`src/rtl/pixel_plot_fifo.sv`:
```
// Buffers signed, unclipped pixel writes, discards off-screen ones, and drives vga_adapter one pixel
// per cycle; also runs the full-screen clear sweep. Optional macro PLOT_DEDUP_EN drops repeated pixels.
module pixel_plot_fifo #(
    parameter int DEPTH = 16,
    parameter int X_MAX = 160,
    parameter int Y_MAX = 120,
    parameter int XW    = 8,
    parameter int YW    = 7,
    parameter int CW    = 3
) (
    input  logic          CLOCK_50,
    input  logic          reset,
    input  logic          in_valid,
    output logic          in_ready,
    input  logic [XW:0]   in_x,
    input  logic [YW:0]   in_y,
    input  logic [CW-1:0] in_colour,
    input  logic          clear_req,
    input  logic [CW-1:0] clear_colour,
    output logic [XW-1:0] x,
    output logic [YW-1:0] y,
    output logic [CW-1:0] colour,
    output logic          plot,
    output logic          busy,
    output logic          clear_done,
    output logic [15:0]   dropped_count
);

    localparam int AW = $clog2(DEPTH);
    localparam int EW = XW + YW + CW;
    localparam logic [XW:0]   X_LIM   = (XW+1)'(X_MAX);
    localparam logic [YW:0]   Y_LIM   = (YW+1)'(Y_MAX);
    localparam logic [XW-1:0] X_LAST  = XW'(X_MAX - 1);
    localparam logic [YW-1:0] Y_LAST  = YW'(Y_MAX - 1);
    localparam logic [AW:0]   PTR_ONE = (AW+1)'(1);

    typedef enum logic [1:0] {RUN = 2'd0, DRAIN = 2'd1, CLEAR = 2'd2} state_e;

    state_e        state_q;
    logic [EW-1:0] mem_q [DEPTH];
    logic [AW:0]   wr_ptr_q, rd_ptr_q;
    logic          clear_pending_q;
    logic [CW-1:0] clear_colour_q;
    logic [XW-1:0] x_q, cx_q;
    logic [YW-1:0] y_q, cy_q;
    logic [CW-1:0] colour_q;
    logic          plot_q, clear_done_q;
    logic [15:0]   dropped_q;

    logic          empty_s, full_s, xfer_s, on_screen_s, dup_s;
    logic          push_s, drop_s, pop_s, enter_clear_s, sweep_last_s;
    logic [EW-1:0] entry_s, head_s;

    assign empty_s       = (wr_ptr_q == rd_ptr_q);
    assign full_s        = (wr_ptr_q[AW] != rd_ptr_q[AW]) && (wr_ptr_q[AW-1:0] == rd_ptr_q[AW-1:0]);
    assign in_ready      = (state_q == RUN) && !clear_pending_q && !full_s;
    assign xfer_s        = in_valid && in_ready;
    // Sign bit clear plus an unsigned bound check is the signed 0 <= v < MAX test.
    assign on_screen_s   = !in_x[XW] && ({1'b0, in_x[XW-1:0]} < X_LIM) &&
                           !in_y[YW] && ({1'b0, in_y[YW-1:0]} < Y_LIM);
    assign entry_s       = {in_x[XW-1:0], in_y[YW-1:0], in_colour};
    assign push_s        = xfer_s && on_screen_s && !dup_s;
    assign drop_s        = xfer_s && !on_screen_s;
    assign pop_s         = (state_q != CLEAR) && !empty_s;
    assign head_s        = mem_q[rd_ptr_q[AW-1:0]];
    assign enter_clear_s = (state_q == DRAIN) && empty_s;
    assign sweep_last_s  = (cx_q == X_LAST) && (cy_q == Y_LAST);

`ifdef PLOT_DEDUP_EN
    logic [EW-1:0] last_q;
    logic          last_vld_q;

    // Remembers the most recently stored pixel so octant duplicates can be skipped.
    always_ff @(posedge CLOCK_50 or posedge reset) begin
        if (reset) begin
            last_q     <= '0;
            last_vld_q <= 1'b0;
        end else if (enter_clear_s) begin
            last_vld_q <= 1'b0;
        end else if (push_s) begin
            last_q     <= entry_s;
            last_vld_q <= 1'b1;
        end
    end

    assign dup_s = last_vld_q && (last_q == entry_s);
`else
    assign dup_s = 1'b0;
`endif

    // FIFO storage; contents need no reset since the pointers define validity.
    always_ff @(posedge CLOCK_50) begin
        if (push_s) begin
            mem_q[wr_ptr_q[AW-1:0]] <= entry_s;
        end
    end

    // Control FSM, FIFO pointers, drop counter and registered vga_adapter outputs.
    always_ff @(posedge CLOCK_50 or posedge reset) begin
        if (reset) begin
            state_q         <= RUN;
            wr_ptr_q        <= '0;
            rd_ptr_q        <= '0;
            clear_pending_q <= 1'b0;
            clear_colour_q  <= '0;
            x_q             <= '0;
            y_q             <= '0;
            colour_q        <= '0;
            plot_q          <= 1'b0;
            clear_done_q    <= 1'b0;
            cx_q            <= '0;
            cy_q            <= '0;
            dropped_q       <= 16'd0;
        end else begin
            if (push_s) wr_ptr_q <= wr_ptr_q + PTR_ONE;
            if (pop_s)  rd_ptr_q <= rd_ptr_q + PTR_ONE;
            if (drop_s && (dropped_q != 16'hFFFF)) dropped_q <= dropped_q + 16'd1;
            clear_done_q <= 1'b0;
            plot_q       <= 1'b0;
            if (pop_s) begin
                x_q      <= head_s[EW-1 -: XW];
                y_q      <= head_s[CW +: YW];
                colour_q <= head_s[CW-1:0];
                plot_q   <= 1'b1;
            end
            case (state_q)
                RUN: begin
                    if (clear_req && !clear_pending_q) begin
                        clear_pending_q <= 1'b1;
                        clear_colour_q  <= clear_colour;
                        state_q         <= DRAIN;
                    end
                end
                DRAIN: begin
                    if (enter_clear_s) begin
                        cx_q    <= '0;
                        cy_q    <= '0;
                        state_q <= CLEAR;
                    end
                end
                CLEAR: begin
                    x_q      <= cx_q;
                    y_q      <= cy_q;
                    colour_q <= clear_colour_q;
                    plot_q   <= 1'b1;
                    if (sweep_last_s) begin
                        clear_done_q    <= 1'b1;
                        clear_pending_q <= 1'b0;
                        state_q         <= RUN;
                    end else if (cx_q == X_LAST) begin
                        cx_q <= '0;
                        cy_q <= cy_q + YW'(1);
                    end else begin
                        cx_q <= cx_q + XW'(1);
                    end
                end
                default: state_q <= RUN;
            endcase
        end
    end

    assign x             = x_q;
    assign y             = y_q;
    assign colour        = colour_q;
    assign plot          = plot_q;
    assign clear_done    = clear_done_q;
    assign dropped_count = dropped_q;
    assign busy          = !empty_s || clear_pending_q || (state_q != RUN) || plot_q;

endmodule

```
`config.mk`:
```
export PLATFORM = sky130hd
export DESIGN_NAME = pixel_plot_fifo
export DESIGN_NICKNAME = d
export VERILOG_FILES = /design/src/rtl/pixel_plot_fifo.sv
export SDC_FILE = /design/constraint.sdc
export NUM_CORES = 1
export LEC_CHECK = 0
export ABC_AREA = 0
export BUFFER_PORTS_ARGS = -buffer_cell sky130_fd_sc_hd__buf_2
export CORE_MARGIN = 10
export CORE_UTILIZATION = 45
export CTS_CLUSTER_DIAMETER = 50
export DETAILED_ROUTE_END_ITERATION = 16
export HOLD_SLACK_MARGIN = 0.06
export PLACE_DENSITY = 0.65
export SLEW_MARGIN = 20
export SYNTH_ARGS = -nofsm -noshare
export SYNTH_HDL_FRONTEND = slang
export SYNTH_SLANG_ARGS = --single-unit
export TNS_END_PERCENT = 10
```
`constraint.sdc`:
```
create_clock -name CLOCK_50 -period 3.6 [get_ports CLOCK_50]
set_clock_uncertainty 0.2 [all_clocks]
set_input_delay 0.72 -clock CLOCK_50 [delete_from_list [all_inputs] [get_ports CLOCK_50]]
set_output_delay 0.72 -clock CLOCK_50 [all_outputs]
set_load 0.01 [all_outputs]
```
=== Word level (Yosys, flattened, before mapping) ===
Memory sizes are Yosys's and may differ from the RTL's.
Index checks and enable logic that the tools add are counted.

* Reduce and logical (&&, ||, !) cells: 33
* Equality and inequality tests: 14
* Add/sub/neg operators: 5
* $lt $le $gt $ge: 2
* Mux-type cells: 27

{| class="wikitable"
|+ Operators with widths
! kind !! number
|-
| two-way mux 8 bit || 5
|-
| two-way mux 7 bit || 5
|-
| adder 16 x 1 -> 16 bit, second input constant || 1
|-
| != test 16 bit, second input constant || 1
|-
| one-hot mux 8 bit (2 select lines) || 1
|-
| logical AND 1 bit || 14
|-
| one-hot mux 7 bit (2 select lines) || 1
|-
| adder 5 x 1 -> 5 bit, second input constant || 2
|-
| != test 2 bit, second input constant || 5
|-
| AND reduction 3 bit || 3
|-
| adder 8 x 1 -> 8 bit, second input constant || 1
|-
| == test 8 bit, second input constant || 1
|-
| less-than comparator 8 bit, second input constant || 1
|-
| two-way mux 1 bit || 8
|-
| nonzero test 2 bit || 4
|-
| adder 7 x 1 -> 7 bit, second input constant || 1
|-
| == test 7 bit, second input constant || 1
|-
| less-than comparator 7 bit, second input constant || 1
|-
| zero test 1 bit || 6
|-
| two-way mux 2 bit || 3
|-
| two-way mux 3 bit || 2
|-
| one-hot mux 2 bit (3 select lines) || 1
|-
| == test 5 bit || 1
|-
| == test 4 bit || 1
|-
| other kinds (9) || 11
|}

* Memories kept: 1
* RAM bits: 288
* Bits in registers: 67
* Input bits: 27
* Output and inout bits: 38
* Word-level logic and storage cells: 95

{| class="wikitable"
|+ Memories
! name !! words !! bits a word !! read ports !! clocked after Yosys merged registers in !! wr ports !! line !! source
|-
| mem_q || 16 || 18 || 1 || 0 || 1 || 40 || <nowiki>logic [EW-1:0] mem_q [DEPTH];</nowiki>
|}

=== Longest topological paths before layout ===
Gate-level depths: netlist of run 1.

* Depth after elaboration: 8
* Depth in mapped cells: 8
* Mapped depth without buffers: 6

=== Least setup slack after synthesis of run 1 ===
No wires, ideal clock.

* Kind: input-to-reg
* Start point: in in_x[6]
* End point: mem mem_q[3][0] (netlist name), enable pin
* Data required time: 2.984 ns
* Setup slack: 0.155 ns
* Arrival: 2.829 ns
* Buffers on the path: 1
* Library setup time: 0.416 ns
* Cell stages on the path: 6
* Cells stage by stage: o21ai_0 nand3_1 a211oi_1 clkbuf_1 nand2_1 nor3_1

* Word-level cells in the longest chain between the ends: 7

{| class="wikitable"
|+ RTL lines
! item !! line !! source
|-
| start: declaration || 15 || <nowiki>input logic [XW:0] in_x,</nowiki>
|-
| less-than comparator 8 bit || 59 || <nowiki>assign on_screen_s = !in_x[XW] && ({1'b0, in_x[XW-1:0]} < X_LIM) &&</nowiki>
|-
| logical AND 1 bit (2 in a row) || 59 ||
|-
| logical AND 1 bit || 60 || <nowiki>!in_y[YW] && ({1'b0, in_y[YW-1:0]} < Y_LIM);</nowiki>
|-
| logical AND 1 bit || 62 || <nowiki>assign push_s = xfer_s && on_screen_s && !dup_s;</nowiki>
|-
| two-way mux 1 bit || 93 || <nowiki>if (push_s) begin</nowiki>
|-
| two-way mux 1 bit (implied by the code) || 94 || <nowiki>mem_q[wr_ptr_q[AW-1:0]] <= entry_s;</nowiki>
|-
| end: declaration || 40 ||
|}

No other way between the ends.

=== Worst setup path after layout of run 1 ===
* Start point: reg rd_ptr_q[0]
* End point: out busy

* Word-level cells in the longest chain between the ends: 5

{| class="wikitable"
|+ RTL lines
! item !! line !! source
|-
| start: declaration || 41 || <nowiki>logic [AW:0] wr_ptr_q, rd_ptr_q;</nowiki>
|-
| start signal: assignment || 116 || <nowiki>if (pop_s) rd_ptr_q <= rd_ptr_q + PTR_ONE;</nowiki>
|-
| == test 5 bit || 54 || <nowiki>assign empty_s = (wr_ptr_q == rd_ptr_q);</nowiki>
|-
| zero test 1 bit || 168 || <nowiki>assign busy = !empty_s || clear_pending_q || (state_q != RUN) || plot_q;</nowiki>
|-
| logical OR 1 bit (3 in a row) || 168 ||
|-
| end: declaration || 24 || <nowiki>output logic busy,</nowiki>
|}

No other way between the ends.

==> metrics.md, run 1 <==
| Metric | Value |
|---|---|
| Clock latency on the worst-skew pair | 0.53 ns |
| Critical-path cell list | xnor2_1, nand4_1, nor2_1, nand3b_1, buf_2 |
| Main flop type after synthesis | edfxtp_1 |
| CTS Hold Buffers Added | 0 |
| Area leader, netlist | edfxtp_1 |
| Synth cell types | 43 |
| Tcrit/Tclk final | 84.70% |
| Synth Register Bits | 355 |
| GP Congestion | 0.8024 |
| Vias in the first global route | slightly below 8000 |
| Total grt overflow | 0 |
| Critical path buffers and inverters | 1 |
| Initial antenna violation count | 0 |
| Synth cell count leaders | edfxtp_1 (288), mux4_2 (72), nand2_1 (70) |
| CP Class | reg2out |
| FP Rows | 64 |
| Via count | 7661 |
| Critical path peak fanout | 18 |
| Worst-path clk slew | 0.06 ns |
| Post-route setup slack | 0.5509 ns |
| Cell Area, Placed | about 15000 sq um |
| Largest net degree at the start of global routing | between 40 and 50 |
| Post-synth EDFFs | ~290 |
| Leakage | approximately 6.0 nW |
| Final WL | 31.84 mm |
| Setup Viol. Count Final | 0 |
| Post-detailed-route wirelength per cell | 23.72 microns |
| Initial DRT Pass Iterations | 5 |
| Worst slew margin | 27.50% |
| I/O Buffers | 64 |
| Root buf cell | clkbuf_16 |
| CTS tree | built |
| Nets | between 900 and 1000 |
| Synth top area cells | edfxtp_1 (61%), dfrtp_1 (12%), mux4_2 (11%) |
| Average vias per placed instance | 5.709 |
| Status | finished clean |
| Mapped Area | approximately 14000 sq um |
| Synth top area share | roughly three fifths |
| Die Wd | 197.2 microns |
| Period minus WS final | 3.049 ns |
| Remaining antenna violation count | 0 |
| DR iter-0 viols | between 600 and 700 |
| Fin area | 16610 sq um |
| Pwr Density | 524.8 nW/um^2 |
| CTS Buffer Depth | 3 |
| P&R area growth vs syn | 17.51% |
| CP Launch Type | register |
| Boundary Pins | 65 |
| First-pass GRT wire length | approximately 50 mm |
| Syn Nets | 843 |
| Tot Pwr | a little under 9 mW |
| Post-cts resize count | 0 |
| Die Ht | 197.2 microns |
| Initial core utilization | 45.86% |
| Share of cells above drive strength 1 | 27.70% |
| Mean Syn Cell Area | approximately 17 sq um |
| Hold Crit Class | in2async |
| Critical Path Max Stage Delay | 0.63 ns |
| Post-CTS setup buffers | 0 |
| Max_cap viols | 0 |
| Slowest CP cell | dfrtp_4 |
| Setup TNS | 0 ns |
| Top delay family on crit path | flip-flops |
| Core box area | roughly 30000 sq um |
| Worst Setup End Kind | output pin |
| Achievable frequency | between 300 and 400 MHz |
| Hold Vio Cnt, Final | 0 |
| Worst slew pin tran | roughly 1.1 ns |
| Data required, critical path | 2.68 ns |
| Post-synthesis sequential area ratio | about three quarters |
| Pre-CTS setup slack | 0.6585 ns |
| Synthesis Warnings | 0 |
| ANT cells | 0 |
| Post-route DRC | 0 |
| Unrepaired setup endpoints after global routing | no |
| Peak supply drop | between 0.3 and 0.4 mV |
| Die area | 38910 sq um |
| GRT Resource Usage Total | 16.55% |
| CTS Sinks | 355 |
| HPWL Detailed | 20.99 mm |
| Total CTS buffers | 39 |
| FFs w/ async S/R, synth | roughly a fifth |
| Fin. max-slew vios | 0 |
| CTS H-tree lvls | 2 |
| Post-synthesis cell count | 808 |
| Crit path DAT | about 2.1 ns |
| Most frequent cell after synthesis | edfxtp_1 |
==> placed cells by master (no fill, tap or decap), drive strengths merged, types with 2 or more instances in the layout <==
master    instances
clkinvlp          4
buf             107
or3               4
o21ai            15
nor2b             5
and4              2
xnor2            14
o31ai             4
o22a              2
ha                8
nor3             10
and3             17
nand2            70
nor4              7
dfrtp            67
clkinv           14
a22oi            37
nand3            13
nor3b             2
or2b              2
and2              4
or2               4
mux2              3
edfxtp          288
inv              11
or4               4
a21oi            41
bufinv            7
xor2             19
clkbuf           44
nand4             6
mux4             72
nor2             32
==> area by class of cell <==
cell class | instances | area, sq um
Timing Repair Buffer | 107 | 768.2
Sequential cell | 355 | 10330
Clock buffer | 44 | 1016
Tap cell | 396 | 495.5
Fill cell | 2421 | 14220
Multi-Input combinational cell | 404 | 3620
Inverter | 8 | 30.03
Clock inverter | 28 | 350.3
==> cell families (layout without fill, tap and decap cells) <==
| logic type | count (synthesis) | after routing | synth area share, % |
|---|---|---|---|
| compound gates | 103 | 103 | 4.576 |
| fa+ha+maj | 8 | 8 | 0.7081 |
| xor+xnor | 33 | 33 | 2.044 |
| mux | 75 | 75 | 11.71 |
| flops | 355 | 355 | 73.03 |
| simple gates | 185 | 185 | 6.496 |
| buf+inv | 49 | 187 | 1.434 |
==> metal layers <==
| metal | up-vias | global-route usage [%] | part of all wire [%] |
|---|---|---|---|
| met5 | - | 0 | 0 |
| met4 | 0 | 4.187 | 1.8 |
| met3 | 41 | 3.663 | 8.6 |
| met2 | 280 | 25.53 | 47 |
| met1 | 3934 | 23.43 | 43 |
| li1 | 3406 | - | - |
==> metrics by stage <==
step	instances	utilization, %	hold slack (ns)
floorplan	808	-	0.2464
global placement	1270	49.45	0.2659
detailed placement	1270	49.45	0.2736
CTS	1342	53.88	0.1813
global route	1342	53.88	0.1958
finish	1342	53.88	0.1578
==> path summary, 6_finish.rpt <==
| check | from | endpoint | slack, ns | depth (start not counted) |
|---|---|---|---|---|
| max | rd_ptr_q[0] | busy | 0.55 | 5 |
| min | reset | x[3] | 0.16 | 2 |
| max reg2reg | rd_ptr_q[0] | colour[0] | 0.86 | 6 |
| min reg2reg | dropped_count[14] | dropped_count[14] | 0.28 | 1 |
| max in group asynchronous | reset | wr_ptr_q[0] | 2.30 | 3 |
| min in group CLOCK_50 | clear_colour[0] | clear_colour_q[0] | 0.20 | 3 |
==> sequential cells by signal, summed over array words and instances, names as in the netlist <==
register	flops
clear_colour_q	3
y	7
state_q	2
clear_pending_q	1
clear_done	1
rd_ptr_q	5
cx_q	8
colour	3
cy_q	7
wr_ptr_q	5
x	8
plot	1
mem_q	288
dropped_count	16
==> where the power goes <==
part	internal [mW]	total, mW	switching, mW
logic	0.0159	0.0958	0.0799
clock network	2.56	4.18	1.63
registers	4.44	4.44	0
total	7.01	8.72	1.71
(Power assumes the default switching activity.)
==> run 2: changes to the inputs <==
Settings changed: PLACE_DENSITY 0.65 to 0.62.
Clock period 3.6 ns to 3.1 ns, I/O delays scaled along.
==> metrics.md, run 2 (same netlist as run 1, synthesis figures left out) <==
| Metric | Value |
|---|---|
| Status | finished clean |
| P&R area growth vs syn | 17.67% |
| Period minus WS final | between 2 and 3 ns |
| Crit path DAT | 2.03 ns |
| Critical path peak fanout | 10 |
| Root buf cell | clkbuf_16 |
| Initial antenna violation count | 0 |
| Nets | 968 |
| Achievable frequency | 350.9 MHz |
| CTS Buffer Depth | 3 |
| Final WL | 31.67 mm |
| Worst slew pin tran | 0.6028 ns |
| Worst-path clk slew | approximately 0.060 ns |
| Reg2reg setup slack | between 0.4 and 0.5 ns |
| CP Class | reg2out |
| Die Ht | ~200 microns |
| DR iter-0 viols | 645 |
| Critical Path Max Stage Delay | slightly below 0.6 ns |
| Boundary Pins | 65 |
| Layout fillers | 2458 |
| Data required, critical path | 2.28 ns |
| GRT Resource Usage Total | 16.40% |
| Max reg flops | roughly 290 |
| Max_cap viols | 0 |
| Initial DRT Pass Iterations | 5 |
| CTS Sinks | 355 |
| Slowest CP cell | dfrtp_4 |
| GP Congestion | 0.7873 |
| Critical-path cell list | xnor2_1, and4_1, a21boi_0, buf_2 |
| Clock latency on the worst-skew pair | about 0.53 ns |
| Via count | 7723 |
| Highest-count cells in the layout ignoring fill and taps | edfxtp_1 (288), mux4_2 (72), nand2_1 (70) |
| Setup Viol. Count Final | 0 |
| Average vias per placed instance | 5.679 |
| Util after Layout | a little over half |
| ANT cells | 0 |
| Hold Vio Cnt, Final | 0 |
| Post-detailed-route wirelength per cell | around 23 microns |
| Vias in the first global route | 7724 |
| Die Wd | 197.2 microns |
| First-pass GRT wire length | between 40 and 50 mm |
| HPWL Detailed | 21.02 mm |
| Tcrit/Tclk final | 91.93% |
| CP Launch Type | register |
| Post-route DRC | 0 |
| Leakage | 6.084 nW |
| Pwr Density | 580.6 nW/um^2 |
| Hold Crit Class | in2reg |
| Remaining antenna violation count | 0 |
| Fin. max-slew vios | 0 |
| Share of cells above drive strength 1 | 28.11% |
| Setup TNS | 0 ns |
| Largest net degree at the start of global routing | 68 |
| Initial core utilization | roughly 46% |
| Post-cts resize count | 0 |
| CTS tree | built |
| Worst slew margin | 59.63% |
| Total grt overflow | 0 |
| Core box area | ~31000 sq um |
| Die area | between 30000 and 40000 sq um |
| Most common cell after layout, fill and taps aside | edfxtp_1 |
| Worst Setup End Kind | output pin |
| I/O Buffers | 64 |
| Total CTS buffers | 39 |
| Peak supply drop | 0.5445 mV |
| CTS H-tree lvls | 2 |
| FP Rows | 64 |
| Unrepaired setup endpoints after global routing | no |
## run 2: changes by cell type in the layout (fill, tap and decap cells not counted), sizes merged
cell	before	now
bufinv	7	2
buf	107	124
clkinv	14	12
clkbuf	44	52
dlygate4sd3	0	1
clkinvlp	4	3
## run 2: worst max-delay path, delay by kind of cell (launching register included)
| family | cells | cell delay (ns) |
|---|---|---|
| AO/OA/AOI/OAI | 1 | 0.17 |
| XOR/XNOR | 1 | 0.23 |
| buffers and inverters | 1 | 0.19 |
| flip-flops | 1 | 0.58 |
| AND/OR/NAND/NOR | 1 | 0.32 |
## run 2: area by class of cell
type	count	area, sq um	area share, %
Clock buffer	52	1046	6.288
Sequential cell	355	10330	62.11
Clock inverter	20	183.9	1.106
Timing Repair Buffer	125	918.4	5.521
Tap cell	396	495.5	2.979
Inverter	8	30.03	0.1805
Multi-Input combinational cell	404	3628	21.81
## run 2: report_power, final
group,leakage (nW),internal [mW],total (mW),switching [mW]
sequential,3.45,5.16,5.16,0
clock,0.590,2.57,4.39,1.82
combinational,2.05,0.0187,0.107,0.0887
## run 2: layer usage
metal  GRT usage [%]  wire length, microns  up-vias
met2           25.09                 14800      256
met5               0                     0        -
li1                -                     -     3443
met3           3.186                  2182       53
met1           23.41                 14060     3971
met4           4.899                   626        0
## run 2: path summary, 6_finish.rpt
path / startpoint / end / cells after the start
max: rd_ptr_q[0] / in_ready / 4
min: clear_colour[0] / clear_colour_q[0] / 3
max reg2reg: rd_ptr_q[0] / mem_q[3][2] / 7
min reg2reg: clear_colour_q[0] / clear_colour_q[0] / 2
max in group asynchronous: reset / rd_ptr_q[0] / 4
min in group asynchronous: reset / dropped_count[2] / 4
## run 2: per-stage QoR
step,cell area (sq um),setup WS (ns),hold slack (ns),std cells,total power [mW]
2_1_floorplan,14140,0.2956,0.2464,808,5.271
3_3_place_gp,15370,0.3105,0.2665,1284,5.364
3_5_place_dp,15370,0.2256,0.2717,1284,5.365
4_1_cts,16610,0.07959,0.07382,1357,9.766
5_1_grt,16630,0.1442,0.09132,1360,9.970
6_report,16630,0.2503,0.09558,1360,9.659
## run 2: what timing repair did
| item | 4_1_cts | 5_1_grt |
|---|---|---|
| hold buffers | 1 | 0 |
| endpoints found under the setup margin | 0 | 1 |
| endpoints found under the hold margin | 67 | 0 |
| setup buffers | 0 | 3 |
==> run 3: changes to the inputs <==
Settings changed: CORE_UTILIZATION 45 to 61, PLACE_DENSITY 0.62 to 0.8.
==> metrics.md, run 3 (same netlist as run 1, synthesis figures left out) <==
| Metric | Value |
|---|---|
| Unrepaired setup endpoints after global routing | no |
| GRT Resource Usage Total | 22.28% |
| Worst R2R Start | rd_ptr_q[0] |
| Endpoint, Worst Hold | clear_colour_q[2] |
| Initial antenna violation count | 0 |
| CTS tree | built |
| Die area | 29660 sq um |
| Total CTS buffers | 36 |
| Slowest CP cell | dfrtp_4 |
| CTS H-tree lvls | 2 |
| Tot Pwr | 9.634 mW |
| Setup TNS | 0 ns |
| Initial DRT Pass Iterations | 5 |
| Setup Viol. Count Final | 0 |
| Boundary Pins | between 60 and 70 |
| Die Wd | 172.2 microns |
| Vias in the first global route | 7956 |
| Cell Area, Placed | 15150 sq um |
| Final WL | 32.00 mm |
| Achievable frequency | 339.5 MHz |
| P&R area growth vs syn | 15.78% |
| Post-detailed-route wirelength per cell | about 26 microns |
| HPWL Detailed | about 20 mm |
| Most common cell after layout, fill and taps aside | edfxtp_1 |
| Critical path peak fanout | 13 |
| Reg area | 10330 sq um |
| CTS Buffer Depth | 3 |
| I/O Buffers | 64 |
| Critical-path cell list | xnor2_1, nand4_1, nor2_1, nand3b_1, buf_2 |
| CP Class | reg2out |
| Root buf cell | clkbuf_16 |
| Fin. max-slew vios | 0 |
| First-pass GRT wire length | 48.80 mm |
| Hold-critical path depth | 3 |
| Worst Setup End Kind | output pin |
| Data required, critical path | between 2 and 2.5 ns |
| Via count | 7871 |
| Share of cells above drive strength 1 | 26.88% |
| Hold Crit Class | in2reg |
| GP Congestion | 0.8554 |
| Worst slew pin tran | 0.7002 ns |
| Max reg flops | between 200 and 300 |
| Status | finished clean |
| Average vias per placed instance | between 6 and 7 |
| Post-cts resize count | 0 |
| Post-route DRC | 0 |
| Hold path start | clear_colour[2] |
| Multi-input logic area | between 3000 and 4000 sq um |
| DR iter-0 viols | 888 |
| Nets | 952 |
| Clock latency on the worst-skew pair | roughly 0.52 ns |
| Remaining antenna violation count | 0 |
| Hold Vio Cnt, Final | 0 |
| Layout fillers | 1356 |
| CP Launch Type | register |
| CTS Sinks | 355 |
| Worst slew margin | between 50% and 60% |
| Max_cap viols | 0 |
| Core box area | roughly 23000 sq um |
| Pwr Density | between 500 and 600 nW/um^2 |
| Leakage | around 6.0 nW |
| R2R cell count | 6 |
| Highest-count cells in the layout ignoring fill and taps | edfxtp_1 (288), mux4_2 (72), nand2_1 (70) |
| Die Ht | between 150 and 200 microns |
| Initial core utilization | 62.25% |
| Largest net degree at the start of global routing | 76 |
| Worst-path clk slew | 0.06 ns |
| Total grt overflow | 0 |
| Fin area | around 16000 sq um |
| Crit path DAT | 2.13 ns |
| Reg2reg setup slack | 0.37 ns |
| Tcrit/Tclk final | a little over nine tenths |
| Period minus WS final | 2.946 ns |
| Peak supply drop | 0.5008 mV |
| Critical Path Max Stage Delay | 0.59 ns |
| R2r endpoint | mem_q[11][11] |
| FP Rows | 55 |
[run 3: worst max path at each step]
stage                      startpoint            end  cells after the start  slack (ns)
after floorplan           wr_ptr_q[2]    mem_q[3][0]                      7        0.30
after global routing      rd_ptr_q[0]           busy                      5        0.04
final                     rd_ptr_q[0]           busy                      5        0.15
after global placement        in_y[4]   mem_q[11][4]                      7        0.35
after detailed placement      in_y[4]  mem_q[11][11]                      7        0.20
after CTS                 rd_ptr_q[0]           busy                      5        0.16
[run 3: cell type report]
class | count | area share, %
flip-flops and latches | 355 | 63.12
multi-input cells | 404 | 22.12
clock buffers | 48 | 6.154
repair buffers | 112 | 5.015
well taps | 285 | 2.179
clock inverters | 18 | 1.208
inverters | 8 | 0.1835
diodes | 1 | 0.01529
[run 3: what timing repair did]
action,in CTS,in global routing
endpoints found under the hold margin,33,0
setup buffers,0,0
hold buffers,1,0
endpoints found under the setup margin,0,0
[run 3: per-stage QoR]
step,setup WS (ns),util [%],instances,hold slack [ns]
2_1_floorplan,0.2956,-,808,0.2464
3_3_place_gp,0.3464,66.72,1163,0.2635
3_5_place_dp,0.1958,66.72,1163,0.2678
4_1_cts,0.1586,72.07,1230,0.09430
5_1_grt,0.03560,72.07,1230,0.1076
6_report,0.1542,72.08,1231,0.1058
[run 3: power by group]
part | total [mW] | switching, mW | internal [mW]
Sequential | 5.16 | 0 | 5.16
Combinational | 0.116 | 0.0956 | 0.0202
Clock | 4.36 | 1.73 | 2.63
[run 3: per-layer routing]
metal,up-vias,GRT usage [%],part of all wire (%)
met5,-,0,0
met4,0,7.796,3.1
met3,55,4.355,9.3
met2,400,34.08,47
met1,4001,31.65,41
li1,3415,-,-
[run 3: worst max-delay path, delay by kind of cell, from the launching register on]
family | cells | cell delay [ns]
AND/OR/NAND/NOR | 3 | 0.65
flip-flops | 1 | 0.59
XOR/XNOR | 1 | 0.23
buffers and inverters | 1 | 0.15
